[src/rtl/ro_read_responder_if.sv]
// ro_read_responder_if
//   Bundles the three handshake groups seen by the RO read responder:
//     req_*  : burst request from the RO subtask scheduler
//     mem_*  : single-beat read port toward the tile L1/memory
//     resp_* : one response subtask per returned word
//   Modports:
//     slave  : the responder's view (accepts req, drives mem AR, drives resp)
//     master : the environment's view (scheduler + memory + consumer)
//   The TASK_W / SUBTYPE_W / CQ_SLOT_W parameters must match the ones given
//   to ro_read_responder.
interface ro_read_responder_if #(
  parameter int TASK_W    = 16,
  parameter int SUBTYPE_W = 4,
  parameter int CQ_SLOT_W = 6
);
  logic                 req_valid;
  logic                 req_ready;
  logic [31:0]          req_addr;
  logic [2:0]           req_size;
  logic [7:0]           req_len;
  logic [TASK_W-1:0]    req_task;
  logic [SUBTYPE_W-1:0] req_subtype;
  logic                 req_mark_last;
  logic [CQ_SLOT_W-1:0] req_cq_slot;

  logic                 mem_arvalid;
  logic                 mem_arready;
  logic [31:0]          mem_araddr;
  logic                 mem_rvalid;
  logic [63:0]          mem_rdata;
  logic                 mem_rready;

  logic                 resp_valid;
  logic                 resp_ready;
  logic [TASK_W-1:0]    resp_task;
  logic [SUBTYPE_W-1:0] resp_subtype;
  logic [63:0]          resp_data;
  logic [7:0]           resp_word_id;
  logic [CQ_SLOT_W-1:0] resp_cq_slot;
  logic                 resp_last;

  modport slave (
    input  req_valid, req_addr, req_size, req_len, req_task, req_subtype,
           req_mark_last, req_cq_slot,
    output req_ready,
    output mem_arvalid, mem_araddr, mem_rready,
    input  mem_arready, mem_rvalid, mem_rdata,
    output resp_valid, resp_task, resp_subtype, resp_data, resp_word_id,
           resp_cq_slot, resp_last,
    input  resp_ready
  );

  modport master (
    output req_valid, req_addr, req_size, req_len, req_task, req_subtype,
           req_mark_last, req_cq_slot,
    input  req_ready,
    input  mem_arvalid, mem_araddr, mem_rready,
    output mem_arready, mem_rvalid, mem_rdata,
    input  resp_valid, resp_task, resp_subtype, resp_data, resp_word_id,
           resp_cq_slot, resp_last,
    output resp_ready
  );
endinterface

[src/rtl/ro_read_responder.sv]
// ro_read_responder
//   Responder end of the RO-stage memory read. Accepts one burst request,
//   splits it into single-beat 64-bit reads, collects the in-order returns
//   into a response buffer and emits one response subtask per word.
//
//   Ports:
//     clk, rstn  : clock, asynchronous active-low reset
//     bus        : ro_read_responder_if.slave (req_*, mem_*, resp_* groups)
//     size_err   : sticky flag, set when a request arrives with a size other
//                  than 2 or 3 (such a burst is executed as size 3)
//     stat_beats : response handshakes, saturating  (RO_RESP_STATS_EN only)
//     stat_stall : cycles with resp_valid & !resp_ready, saturating
//                                                    (RO_RESP_STATS_EN only)
//
//   Optional feature macro: RO_RESP_STATS_EN adds the two statistics
//   counters; when undefined they do not exist and behaviour is unchanged.
//
//   state  | meaning
//   -------+---------------------------------------------------------------
//   IDLE   | req_ready=1, waiting for a burst request
//   ISSUE  | issuing beat reads while in-flight and buffer space allow
//   DRAIN  | all beats issued; waiting for returns and the buffer to empty
module ro_read_responder #(
  parameter int MAX_OUTSTANDING = 4,
  parameter int RESP_FIFO_DEPTH = 8,
  parameter int TASK_W          = 16,
  parameter int SUBTYPE_W       = 4,
  parameter int CQ_SLOT_W       = 6
) (
  input  logic                  clk,
  input  logic                  rstn,
  ro_read_responder_if.slave    bus,
  output logic                  size_err
`ifdef RO_RESP_STATS_EN
  ,
  output logic [31:0]           stat_beats,
  output logic [31:0]           stat_stall
`endif
);

  localparam int OW = $clog2(MAX_OUTSTANDING) + 1;
  localparam int PW = (RESP_FIFO_DEPTH > 1) ? $clog2(RESP_FIFO_DEPTH) : 1;
  localparam int CW = PW + 1;

  typedef enum logic [1:0] {
    S_IDLE  = 2'd0,
    S_ISSUE = 2'd1,
    S_DRAIN = 2'd2
  } state_t;

  state_t               state_q, state_d;

  logic [31:0]          addr_q;
  logic                 size3_q;
  logic [7:0]           len_q;
  logic [TASK_W-1:0]    task_q;
  logic [SUBTYPE_W-1:0] subtype_q;
  logic                 mark_last_q;
  logic [CQ_SLOT_W-1:0] cq_slot_q;
  logic [8:0]           issue_idx_q;
  logic [8:0]           ret_idx_q;
  logic [OW-1:0]        outstanding_q;
  logic                 size_err_q;

  logic [63:0]          fifo_data [RESP_FIFO_DEPTH];
  logic [7:0]           fifo_wid  [RESP_FIFO_DEPTH];
  logic                 fifo_last [RESP_FIFO_DEPTH];
  logic [PW-1:0]        wr_ptr_q, rd_ptr_q;
  logic [CW-1:0]        fifo_count_q;

  logic                 req_ready_int;
  logic                 mem_arvalid_int;
  logic                 resp_valid_int;
  logic                 req_fire, ar_fire, capture, resp_fire;
  logic                 issue_room;
  logic                 issue_last;
  logic                 ret_done;
  logic [31:0]          beat_addr;
  logic [63:0]          cap_data;
  logic                 cap_last;
  logic                 size_illegal;

  function automatic logic [PW-1:0] ptr_next(input logic [PW-1:0] p);
    return (p == PW'(RESP_FIFO_DEPTH - 1)) ? '0 : p + PW'(1);
  endfunction

  assign req_fire   = bus.req_valid & req_ready_int;
  assign ar_fire    = mem_arvalid_int & bus.mem_arready;
  // Returns with nothing outstanding belong to a burst killed by reset.
  assign capture    = bus.mem_rvalid & (outstanding_q != '0);
  assign resp_valid_int = (fifo_count_q != '0);
  assign resp_fire  = resp_valid_int & bus.resp_ready;

  // Buffer space is reserved at issue time so returns can never overflow it.
  assign issue_room = (int'(outstanding_q) < MAX_OUTSTANDING) &&
                      ((int'(outstanding_q) + int'(fifo_count_q)) < RESP_FIFO_DEPTH);
  assign issue_last = (issue_idx_q == {1'b0, len_q});
  assign ret_done   = (ret_idx_q == ({1'b0, len_q} + 9'd1));

  assign beat_addr  = addr_q + (32'(issue_idx_q) << (size3_q ? 3 : 2));

  assign size_illegal = (bus.req_size != 3'd2) && (bus.req_size != 3'd3);

  // For 32-bit words the beat address advances in steps of 4, so bit 2 of
  // the returning beat's address is addr[2] toggled by the beat parity.
  assign cap_data = size3_q ? bus.mem_rdata
                  : ((addr_q[2] ^ ret_idx_q[0]) ? {32'h0, bus.mem_rdata[63:32]}
                                                : {32'h0, bus.mem_rdata[31:0]});
  assign cap_last = mark_last_q & (ret_idx_q == {1'b0, len_q});

  always_ff @(posedge clk or negedge rstn) begin
    if (!rstn) state_q <= S_IDLE;
    else       state_q <= state_d;
  end

  always_comb begin
    state_d         = state_q;
    req_ready_int   = 1'b0;
    mem_arvalid_int = 1'b0;
    case (state_q)
      S_IDLE: begin
        req_ready_int = 1'b1;
        if (bus.req_valid) state_d = S_ISSUE;
      end
      S_ISSUE: begin
        mem_arvalid_int = issue_room;
        if (issue_room && bus.mem_arready && issue_last) state_d = S_DRAIN;
      end
      S_DRAIN: begin
        // Leave as the final response is taken so req_ready is up the
        // very next cycle.
        if (ret_done && ((fifo_count_q == '0) ||
                         ((fifo_count_q == CW'(1)) && resp_fire)))
          state_d = S_IDLE;
      end
      default: state_d = S_IDLE;
    endcase
  end

  always_ff @(posedge clk or negedge rstn) begin
    if (!rstn) begin
      addr_q        <= '0;
      size3_q       <= 1'b0;
      len_q         <= '0;
      task_q        <= '0;
      subtype_q     <= '0;
      mark_last_q   <= 1'b0;
      cq_slot_q     <= '0;
      issue_idx_q   <= '0;
      ret_idx_q     <= '0;
      outstanding_q <= '0;
      size_err_q    <= 1'b0;
      wr_ptr_q      <= '0;
      rd_ptr_q      <= '0;
      fifo_count_q  <= '0;
    end else begin
      if (req_fire) begin
        addr_q      <= bus.req_addr;
        size3_q     <= (bus.req_size != 3'd2);
        len_q       <= bus.req_len;
        task_q      <= bus.req_task;
        subtype_q   <= bus.req_subtype;
        mark_last_q <= bus.req_mark_last;
        cq_slot_q   <= bus.req_cq_slot;
        issue_idx_q <= '0;
        ret_idx_q   <= '0;
        if (size_illegal) size_err_q <= 1'b1;
      end
      if (ar_fire) issue_idx_q <= issue_idx_q + 9'd1;
      if (capture) begin
        ret_idx_q <= ret_idx_q + 9'd1;
        wr_ptr_q  <= ptr_next(wr_ptr_q);
      end
      if (resp_fire) rd_ptr_q <= ptr_next(rd_ptr_q);

      case ({capture, resp_fire})
        2'b10:   fifo_count_q <= fifo_count_q + CW'(1);
        2'b01:   fifo_count_q <= fifo_count_q - CW'(1);
        default: fifo_count_q <= fifo_count_q;
      endcase

      case ({ar_fire, capture})
        2'b10:   outstanding_q <= outstanding_q + OW'(1);
        2'b01:   outstanding_q <= outstanding_q - OW'(1);
        default: outstanding_q <= outstanding_q;
      endcase
    end
  end

  // Buffer storage needs no reset: every read of it is qualified by count.
  always_ff @(posedge clk) begin
    if (capture) begin
      fifo_data[wr_ptr_q] <= cap_data;
      fifo_wid[wr_ptr_q]  <= ret_idx_q[7:0];
      fifo_last[wr_ptr_q] <= cap_last;
    end
  end

  assign bus.req_ready    = req_ready_int;
  assign bus.mem_arvalid  = mem_arvalid_int;
  assign bus.mem_araddr   = mem_arvalid_int ? (beat_addr & 32'hFFFF_FFF8) : 32'h0;
  assign bus.mem_rready   = 1'b1;

  assign bus.resp_valid   = resp_valid_int;
  assign bus.resp_data    = resp_valid_int ? fifo_data[rd_ptr_q] : 64'h0;
  assign bus.resp_word_id = resp_valid_int ? fifo_wid[rd_ptr_q]  : 8'h0;
  assign bus.resp_last    = resp_valid_int & fifo_last[rd_ptr_q];
  assign bus.resp_task    = resp_valid_int ? task_q    : '0;
  assign bus.resp_subtype = resp_valid_int ? subtype_q : '0;
  assign bus.resp_cq_slot = resp_valid_int ? cq_slot_q : '0;

  assign size_err = size_err_q;

`ifdef RO_RESP_STATS_EN
  always_ff @(posedge clk or negedge rstn) begin
    if (!rstn) begin
      stat_beats <= '0;
      stat_stall <= '0;
    end else begin
      if (resp_fire && (stat_beats != 32'hFFFF_FFFF))
        stat_beats <= stat_beats + 32'd1;
      if (resp_valid_int && !bus.resp_ready && (stat_stall != 32'hFFFF_FFFF))
        stat_stall <= stat_stall + 32'd1;
    end
  end
`endif

endmodule
[src/flat_wrapper.sv]
// flat-port wrapper written by rule: the top's interface ports become plain ports
module ro_read_responder_flat 
#(
  parameter int MAX_OUTSTANDING = 4,
  parameter int RESP_FIFO_DEPTH = 8,
  parameter int TASK_W          = 16,
  parameter int SUBTYPE_W       = 4,
  parameter int CQ_SLOT_W       = 6
)
  (clk, rstn, size_err, bus_req_valid, bus_req_addr, bus_req_size, bus_req_len, bus_req_task, bus_req_subtype, bus_req_mark_last, bus_req_cq_slot, bus_req_ready, bus_mem_arvalid, bus_mem_araddr, bus_mem_rready, bus_mem_arready, bus_mem_rvalid, bus_mem_rdata, bus_resp_valid, bus_resp_task, bus_resp_subtype, bus_resp_data, bus_resp_word_id, bus_resp_cq_slot, bus_resp_last, bus_resp_ready);
  ro_read_responder_if #(.TASK_W(TASK_W), .SUBTYPE_W(SUBTYPE_W), .CQ_SLOT_W(CQ_SLOT_W)) bus_i ();
  input  logic clk;
  input  logic rstn;
  output logic size_err;
  input wire logic [$bits(bus_i.req_valid)-1:0] bus_req_valid;
  input wire logic [$bits(bus_i.req_addr)-1:0] bus_req_addr;
  input wire logic [$bits(bus_i.req_size)-1:0] bus_req_size;
  input wire logic [$bits(bus_i.req_len)-1:0] bus_req_len;
  input wire logic [$bits(bus_i.req_task)-1:0] bus_req_task;
  input wire logic [$bits(bus_i.req_subtype)-1:0] bus_req_subtype;
  input wire logic [$bits(bus_i.req_mark_last)-1:0] bus_req_mark_last;
  input wire logic [$bits(bus_i.req_cq_slot)-1:0] bus_req_cq_slot;
  output wire logic [$bits(bus_i.req_ready)-1:0] bus_req_ready;
  output wire logic [$bits(bus_i.mem_arvalid)-1:0] bus_mem_arvalid;
  output wire logic [$bits(bus_i.mem_araddr)-1:0] bus_mem_araddr;
  output wire logic [$bits(bus_i.mem_rready)-1:0] bus_mem_rready;
  input wire logic [$bits(bus_i.mem_arready)-1:0] bus_mem_arready;
  input wire logic [$bits(bus_i.mem_rvalid)-1:0] bus_mem_rvalid;
  input wire logic [$bits(bus_i.mem_rdata)-1:0] bus_mem_rdata;
  output wire logic [$bits(bus_i.resp_valid)-1:0] bus_resp_valid;
  output wire logic [$bits(bus_i.resp_task)-1:0] bus_resp_task;
  output wire logic [$bits(bus_i.resp_subtype)-1:0] bus_resp_subtype;
  output wire logic [$bits(bus_i.resp_data)-1:0] bus_resp_data;
  output wire logic [$bits(bus_i.resp_word_id)-1:0] bus_resp_word_id;
  output wire logic [$bits(bus_i.resp_cq_slot)-1:0] bus_resp_cq_slot;
  output wire logic [$bits(bus_i.resp_last)-1:0] bus_resp_last;
  input wire logic [$bits(bus_i.resp_ready)-1:0] bus_resp_ready;
  assign bus_i.req_valid = bus_req_valid;
  assign bus_i.req_addr = bus_req_addr;
  assign bus_i.req_size = bus_req_size;
  assign bus_i.req_len = bus_req_len;
  assign bus_i.req_task = bus_req_task;
  assign bus_i.req_subtype = bus_req_subtype;
  assign bus_i.req_mark_last = bus_req_mark_last;
  assign bus_i.req_cq_slot = bus_req_cq_slot;
  assign bus_req_ready = bus_i.req_ready;
  assign bus_mem_arvalid = bus_i.mem_arvalid;
  assign bus_mem_araddr = bus_i.mem_araddr;
  assign bus_mem_rready = bus_i.mem_rready;
  assign bus_i.mem_arready = bus_mem_arready;
  assign bus_i.mem_rvalid = bus_mem_rvalid;
  assign bus_i.mem_rdata = bus_mem_rdata;
  assign bus_resp_valid = bus_i.resp_valid;
  assign bus_resp_task = bus_i.resp_task;
  assign bus_resp_subtype = bus_i.resp_subtype;
  assign bus_resp_data = bus_i.resp_data;
  assign bus_resp_word_id = bus_i.resp_word_id;
  assign bus_resp_cq_slot = bus_i.resp_cq_slot;
  assign bus_resp_last = bus_i.resp_last;
  assign bus_i.resp_ready = bus_resp_ready;
  ro_read_responder #(.MAX_OUTSTANDING(MAX_OUTSTANDING), .RESP_FIFO_DEPTH(RESP_FIFO_DEPTH), .TASK_W(TASK_W), .SUBTYPE_W(SUBTYPE_W), .CQ_SLOT_W(CQ_SLOT_W)) u_core (.clk(clk), .rstn(rstn), .bus(bus_i), .size_err(size_err));
endmodule
[config.mk]
export PLATFORM = sky130hd
export DESIGN_NAME = ro_read_responder_flat
export DESIGN_NICKNAME = d
export VERILOG_FILES = /design/src/rtl/ro_read_responder_if.sv /design/src/rtl/ro_read_responder.sv /design/src/flat_wrapper.sv
export SDC_FILE = /design/constraint.sdc
export NUM_CORES = 1
export LEC_CHECK = 0
export ABC_AREA = 1
export CAP_MARGIN = 20
export CELL_PAD_IN_SITES_DETAIL_PLACEMENT = 0
export CELL_PAD_IN_SITES_GLOBAL_PLACEMENT = 1
export CORE_MARGIN = 2
export CORE_UTILIZATION = 30
export CTS_BUF_LIST = sky130_fd_sc_hd__clkbuf_2 sky130_fd_sc_hd__clkbuf_4 sky130_fd_sc_hd__clkbuf_8
export DETAILED_ROUTE_END_ITERATION = 10
export PLACE_DENSITY_LB_ADDON = 0.1
export SYNTH_ARGS = -nofsm -noshare
export SYNTH_HDL_FRONTEND = slang
export SYNTH_SLANG_ARGS = --single-unit
[constraint.sdc]
create_clock -name clk -period 11.1 [get_ports clk]
set_clock_uncertainty 0.2 [all_clocks]
set_input_delay 2.22 -clock clk [delete_from_list [all_inputs] [get_ports clk]]
set_output_delay 2.22 -clock clk [all_outputs]
set_load 0.05 [all_outputs]
==> flow_metrics.py, run 1 <==
metrics = {
    "synthesis": {
        "synth_area_um2": 29700,
        "yosys_warnings": 0,
        "synth-seq-area-share_pct": 67.6,
        "synth_flop_cell": "edfxtp_1",
        "synth-edff-count": 584,
        "postSynthAreaPerCell_um2": 11.0,
        "ys_types": 40,
        "ys_seq_elements": 684,
        "async_flop_share_pct": 14.6,
        "synth_cells": 2697,
    },
    "detailed_routing": {
        "ant_nets": 0,
        "drt-wirelength-per-cell_um": 21.1,
        "drtPass1Iterations": 5,
        "drc": 0,
        "viasPerCell": 4.83,
        "wl_um": 91700,
        "vias": 21000,
        "drt_iter0_markers": 1605,
    },
    "setup_path": {
        "path_cells": "buf_4, buf_4, o21ai_0, o22ai_1, o21ai_1, a31oi_1, clkdlybuf4s50_1",
        "cp-endpoint": "bus_resp_word_id[3]",
        "rrSetupSlack_ns": 6.62,
        "crit_type": "reg2out",
        "startpoint": "u_core.rd_ptr_q[0]",
        "critPathArrivalTime_ns": 5.29,
        "cp.depth": 7,
        "rr_startpoint": "u_core.fifo_count_q[1]",
        "crit_path_end_kind": "output port",
        "worstPathMaxFanout": 91,
        "cp-start-kind": "flip-flop",
        "cpLargestDelayFamily": "buffers and inverters",
        "critPathBufInv": 3,
        "critPathSlowestCell": "clkdlybuf4s50_1",
        "required_ns": 8.68,
        "critPathMostFrequentCell": "buf_4",
        "reg2reg_depth": 11,
        "reg2reg_to": "u_core.outstanding_q[1]",
        "max_stage_delay_ns": 0.95,
    },
    "placement": {
        "port_buffers": 269,
        "gp_congestion": 0.761,
        "hpwl_um": 51400,
    },
    "die": {
        "io_pins": 276,
        "fp.coreArea_um2": 98100,
        "die_area_um2": 101000,
        "die_w_um": 318,
        "rows": 115,
        "start_util_pct": 30.2,
        "die_h_um": 318,
    },
    "finish": {
        "fin_nets": 3131,
        "multiInputGateArea_um2": 8230,
        "layout-drive-gt1-share_pct": 9.14,
        "fin_util_pct": 36.4,
        "area_growth_pct": 20.5,
        "num-fill-cells": 9685,
        "seq_area_um2": 20000,
    },
    "cts": {
        "cts_tree": "yes",
        "cts_max_level": 3,
        "cts_setup_buffers": 0,
        "clk_latency_ns": 0.75,
        "clkTransAtPathRegs_ns": 0.06,
        "cts_root_buffer": "clkbuf_8",
        "numCtsBuffers": 121,
        "cts_hold_buffers": 0,
        "post_cts_resized": 0,
        "cts_max_path_buffers": 3,
        "clock-sinks": 684,
    },
    "pwr": {
        "p_leak_nw": 13.0,
        "p_per_area_nw_per_um2": 315,
        "vdd_drop_max_mv": 0.203,
    },
    "timing": {
        "fmax_mhz": 130,
        "drv_slew": 0,
        "hold_viol": 0,
        "worst_pin_slew_ns": 1.06,
        "fin_crit_ns": 7.71,
        "min_period_over_period_pct": 69.5,
        "setup-tns-final_ns": 0,
        "rsz0062_at_grt": "false",
        "slew_headroom_pct": 29.4,
        "setup_viol": 0,
    },
    "global_route": {
        "grt_pass1_wl_um": 137000,
        "antenna_found_initial": 4,
        "busiest_layer": "met2",
        "met3_usage_pct": 3.92,
        "groute.usage.overall_pct": 17.8,
        "gr-usage-met1_pct": 23.7,
        "grt_max_degree": 221,
        "grt_use_met2_pct": 29.3,
        "grt_pass1_vias": 21500,
        "gr-total-overflow": 0,
    },
    "run_status": {
        "status": "finished clean",
    },
    "hold_path": {
        "hold_path.class": "reg2reg",
    },
    "run": {
        "maxCapViolCount": 0,
    },
}
-- power by group --
group          switching, mW  internal, mW
combinational           3.73          1.48
sequential             0.310          3.49
clock                   1.04          1.20
total                   5.09          6.18
-- synthesized netlist by cell type, types with 5 or more instances --
| library cell | n | area share [%] |
|---|---|---|
| nand3_1 | 58 | 0.98 |
| nor2_1 | 556 | 7.0 |
| nand2_1 | 337 | 4.3 |
| xor2_1 | 16 | 0.47 |
| buf_2 | 27 | 0.46 |
| nand4_1 | 5 | 0.11 |
| mux2_2 | 32 | 1.2 |
| dfrtp_1 | 100 | 8.4 |
| nor3_1 | 11 | 0.19 |
| a31oi_1 | 73 | 1.5 |
| a21oi_1 | 19 | 0.32 |
| o21ai_0 | 349 | 5.9 |
| buf_1 | 16 | 0.20 |
| nand3b_1 | 7 | 0.18 |
| ha_1 | 23 | 0.97 |
| o22ai_1 | 76 | 1.6 |
| clkbuf_1 | 74 | 0.94 |
| buf_6 | 28 | 1.1 |
| xnor2_1 | 15 | 0.44 |
| buf_4 | 9 | 0.23 |
| edfxtp_1 | 584 | 59 |
| o21ai_1 | 99 | 1.7 |
| inv_1 | 153 | 1.9 |
-- per-layer routing --
metal  part of all wire [%]  up-vias
met5                  0.011        -
met4                    2.0        2
met3                    5.8      118
met2                     47      539
met1                     45    10400
li1                       -     9934
-- worst min path at each step --
| stage | slack (ns) | startpoint | end | cells past startpoint |
|---|---|---|---|---|
| after floorplan | 0.24 | u_core.mark_last_q | u_core.mark_last_q | 2 |
| after global routing | 0.28 | u_core.size_err | u_core.size_err | 1 |
| after detailed placement | 0.25 | u_core.size_err | u_core.size_err | 1 |
| after CTS | 0.26 | u_core.size_err | u_core.size_err | 1 |
| final | 0.26 | u_core.size_err | u_core.size_err | 1 |
| after global placement | 0.24 | u_core.size_err | u_core.size_err | 1 |
-- cell families (layout without fill, tap and decap cells) --
logic type	Yosys count	count (layout)	share of synthesized area (%)
xor gates and xnor gates	31	31	0.916
and+or+nand+nor	985	985	13.0
DFF	684	684	67.6
AOI/OAI and AO/OA	622	622	11.2
buffers and inverters	316	671	4.95
muxes	32	32	1.22
other	2	5	0.0253
adders and majority gates	25	25	1.11
-- final cells by class --
type,instances,area share [%]
antenna,1,0.00700
clock buffer,163,5.60
clock inverter,48,0.802
inverter,158,1.71
multi-input combinational,1699,23.0
sequential,684,56.1
tap,1287,4.51
timing repair buffer,302,8.22
-- sequential cells by signal, indices dropped and copies added, names as in the netlist, 2 cells and up --
name,count
u_core.fifo_data,512
u_core.fifo_wid,64
u_core.addr_q,30
u_core.task_q,16
u_core.issue_idx_q,9
u_core.ret_idx_q,9
u_core.fifo_last,8
u_core.len_q,8
u_core.cq_slot_q,6
u_core.fifo_count_q,4
u_core.subtype_q,4
u_core.outstanding_q,3
u_core.rd_ptr_q,3
u_core.wr_ptr_q,3
u_core.state_q,2
-- cell usage in the layout (no fill, tap or decap), types with 3 or more instances in the layout --
master / Yosys / layout
dfrtp_1: 100 / 97
buf_4: 9 / 34
o21ai_1: 99 / 98
a31oi_1: 73 / 73
edfxtp_1: 584 / 584
nor3_1: 11 / 11
or2_2: 3 / 3
clkinv_1: 1 / 26
clkbuf_8: 0 / 124
nand3_1: 58 / 58
clkdlybuf4s50_1: 0 / 268
mux2_2: 32 / 32
o21ai_0: 349 / 349
conb_1: 2 / 4
o22ai_1: 76 / 76
a21oi_1: 19 / 19
nand4_1: 5 / 5
xor2_1: 16 / 16
xnor2_1: 15 / 15
nand3b_1: 7 / 7
nor2_1: 556 / 548
nand2_1: 337 / 336
inv_1: 153 / 151
clkbuf_4: 0 / 39
ha_1: 23 / 23
clkinv_2: 0 / 15
nor2_4: 1 / 9
clkinvlp_4: 0 / 5
-- per-stage QoR --
stage	std cells	hold slack (ns)	power [mW]	setup slack, ns	area, µm²
2_1_floorplan	2699	0.243	7.26	4.70	29700
3_3_place_gp	4130	0.242	9.10	4.14	33400
3_5_place_dp	4130	0.248	9.15	4.12	33400
4_1_cts	4341	0.262	11.5	3.27	35700
5_1_grt	4342	0.282	12.0	3.04	35700
6_report	4342	0.257	11.3	3.39	35700
Note: power is estimated with default switching activity, not from simulation.
==> run 2: changes to the inputs <==
Clock period 11.1 ns to 6.7 ns, I/O delays scaled along.
==> flow_metrics.py, run 2 (synthesis gave the netlist of run 1 again) <==
metrics = {
    "die": {
        "rows": 115,
        "die_h_um": 318,
        "die_area_um2": 101000,
        "io_pins": 276,
        "fp.coreArea_um2": 98100,
        "start_util_pct": 30.2,
        "die_w_um": 318,
    },
    "detailed_routing": {
        "ant_nets": 0,
        "drt-wirelength-per-cell_um": 20.7,
        "vias": 21000,
        "viasPerCell": 4.80,
        "drc": 0,
        "wl_um": 90400,
        "drtPass1Iterations": 5,
        "drt_iter0_markers": 1261,
    },
    "finish": {
        "largest_reg_flops": 512,
        "fin_util_pct": 36.8,
        "top_regs": "u_core.fifo_data (512), u_core.fifo_wid (64), u_core.addr_q (30)",
        "num-fill-cells": 9700,
        "fin_nets": 3137,
        "regMostFlops": "u_core.fifo_data",
        "fin_area_um2": 36100,
        "stdcell_count": 4363,
        "layout-drive-gt1-share_pct": 9.82,
        "final_cell_mix": "584 x edfxtp_1, 548 x nor2_1, 349 x o21ai_0, 336 x nand2_1, 268 x clkdlybuf4s50_1",
        "mostFrequentLayoutCell": "edfxtp_1",
        "area_growth_pct": 21.8,
    },
    "setup_path": {
        "critPathArrivalTime_ns": 4.30,
        "max_stage_delay_ns": 0.85,
        "critPathSlowestCell": "clkdlybuf4s50_1",
        "path_cells": "inv_1, or2_2, o21ai_0, inv_1, ha_1, nand2_1, nor2_1, nand2_1, nand3_1, nand2_1, nand2_2, a21oi_1, nor2_1, clkdlybuf4s50_1",
        "reg2reg_to": "u_core.outstanding_q[1]",
        "critPathBufInv": 3,
        "rrSetupSlack_ns": 2.95,
        "crit_type": "reg2out",
        "cpLargestDelayFamily": "simple AND/OR/NAND/NOR gates",
        "critPathMostFrequentCell": "nand2_1",
        "reg2reg_depth": 12,
        "required_ns": 5.16,
        "crit_path_end_kind": "output port",
        "worstPathMaxFanout": 22,
        "cp-start-kind": "flip-flop",
        "rr_startpoint": "u_core.fifo_count_q[1]",
    },
    "timing": {
        "fmax_mhz": 171,
        "holdWs_ns": 0.260,
        "setup_viol": 0,
        "rsz0062_at_grt": "false",
        "drv_slew": 0,
        "min_period_over_period_pct": 87.2,
        "fin_crit_ns": 5.84,
        "slew_headroom_pct": 33.6,
        "hold_viol": 0,
        "worst_pin_slew_ns": 0.993,
        "setup-tns-final_ns": 0,
    },
    "global_route": {
        "grt_pass1_wl_um": 136000,
        "antenna_found_initial": 7,
        "grt_max_degree": 205,
        "groute.usage.overall_pct": 17.7,
        "gr-total-overflow": 0,
        "grt_pass1_vias": 21600,
    },
    "placement": {
        "gp_congestion": 0.790,
        "hpwl_um": 51800,
        "port_buffers": 269,
        "placed_cells": 4136,
        "dpl-instance-area_um2": 33600,
    },
    "hold_path": {
        "min_from": "u_core.size_err",
        "min_path_cells": 1,
        "min_to": "u_core.size_err",
        "hold_path.class": "reg2reg",
    },
    "cts": {
        "cts_max_level": 3,
        "cts_setup_buffers": 0,
        "cts_max_path_buffers": 3,
        "post_cts_resized": 0,
        "clk_latency_ns": 0.74,
        "cts_root_buffer": "clkbuf_8",
        "numCtsBuffers": 121,
        "cts_tree": "yes",
        "clock-sinks": 684,
        "clkTransAtPathRegs_ns": 0.06,
        "cts_hold_buffers": 0,
    },
    "pwr": {
        "p_leak_nw": 13.1,
        "p_per_area_nw_per_um2": 523,
        "vdd_drop_max_mv": 0.355,
    },
    "run_status": {
        "status": "finished clean",
    },
    "run": {
        "maxCapViolCount": 0,
    },
}
[run 2: changes by cell type in the layout (fill, tap and decap cells not counted)]
cell,delta
buf_12,+13
clkbuf_4,+12
buf_4,-7
clkbuf_8,+3
clkinv_1,-3
clkinvlp_4,-3
bufinv_16,+2
inv_8,+2
clkinv_2,+1
diode_2,+1
[run 2: how the worst max path moves through the flow]
| stage | startpoint | endpoint | slack, ns | depth (start not counted) |
|---|---|---|---|---|
| 3_3_place_gp | u_core.size3_q | bus_mem_araddr[23] | 1.56 | 14 |
| 3_5_place_dp | u_core.size3_q | bus_mem_araddr[23] | 1.57 | 14 |
| 6_report | u_core.size3_q | bus_mem_araddr[23] | 0.86 | 14 |
| 5_1_grt | u_core.size3_q | bus_mem_araddr[22] | 0.47 | 14 |
| 2_1_floorplan | bus_mem_rvalid | u_core.fifo_data[0][0] | 1.18 | 3 |
| 4_1_cts | u_core.size3_q | bus_mem_araddr[23] | 0.71 | 14 |
[run 2: metal layers]
| layer | vias up | share of wire [%] | GRT usage (%) |
|---|---|---|---|
| met1 | 10300 | 45 | 23.2 |
| met2 | 538 | 47 | 29.3 |
| met4 | 4 | 2.4 | 4.98 |
| li1 | 9960 | - | - |
| met5 | - | 0.022 | 0 |
| met3 | 148 | 5.7 | 3.96 |
[run 2: cell type report]
class	count	area (µm²)	area share, %
Sequential cell	684	20000	55.5
Multi-Input combinational cell	1699	8230	22.8
Timing Repair Buffer	308	3150	8.71
Clock buffer	178	2130	5.90
Tap cell	1287	1610	4.46
Inverter	158	607	1.68
Clock inverter	47	345	0.956
Antenna cell	2	5.00	0.0139
[run 2: report_power, final]
part           internal [mW]  total [mW]  switching, mW  leakage, nW
sequential              5.78        6.29          0.511         6.60
clock                   2.19        3.92           1.73         1.32
combinational           2.54        8.70           6.16         5.22
total                   10.5        18.9           8.40         13.1
[run 2: stage by stage]
step | setup slack (ns) | total power, mW
finish | 0.857 | 18.9
global route | 0.465 | 20.1
CTS | 0.710 | 19.2
detailed placement | 1.57 | 15.2
global placement | 1.56 | 15.2
floorplan | 1.18 | 12.0
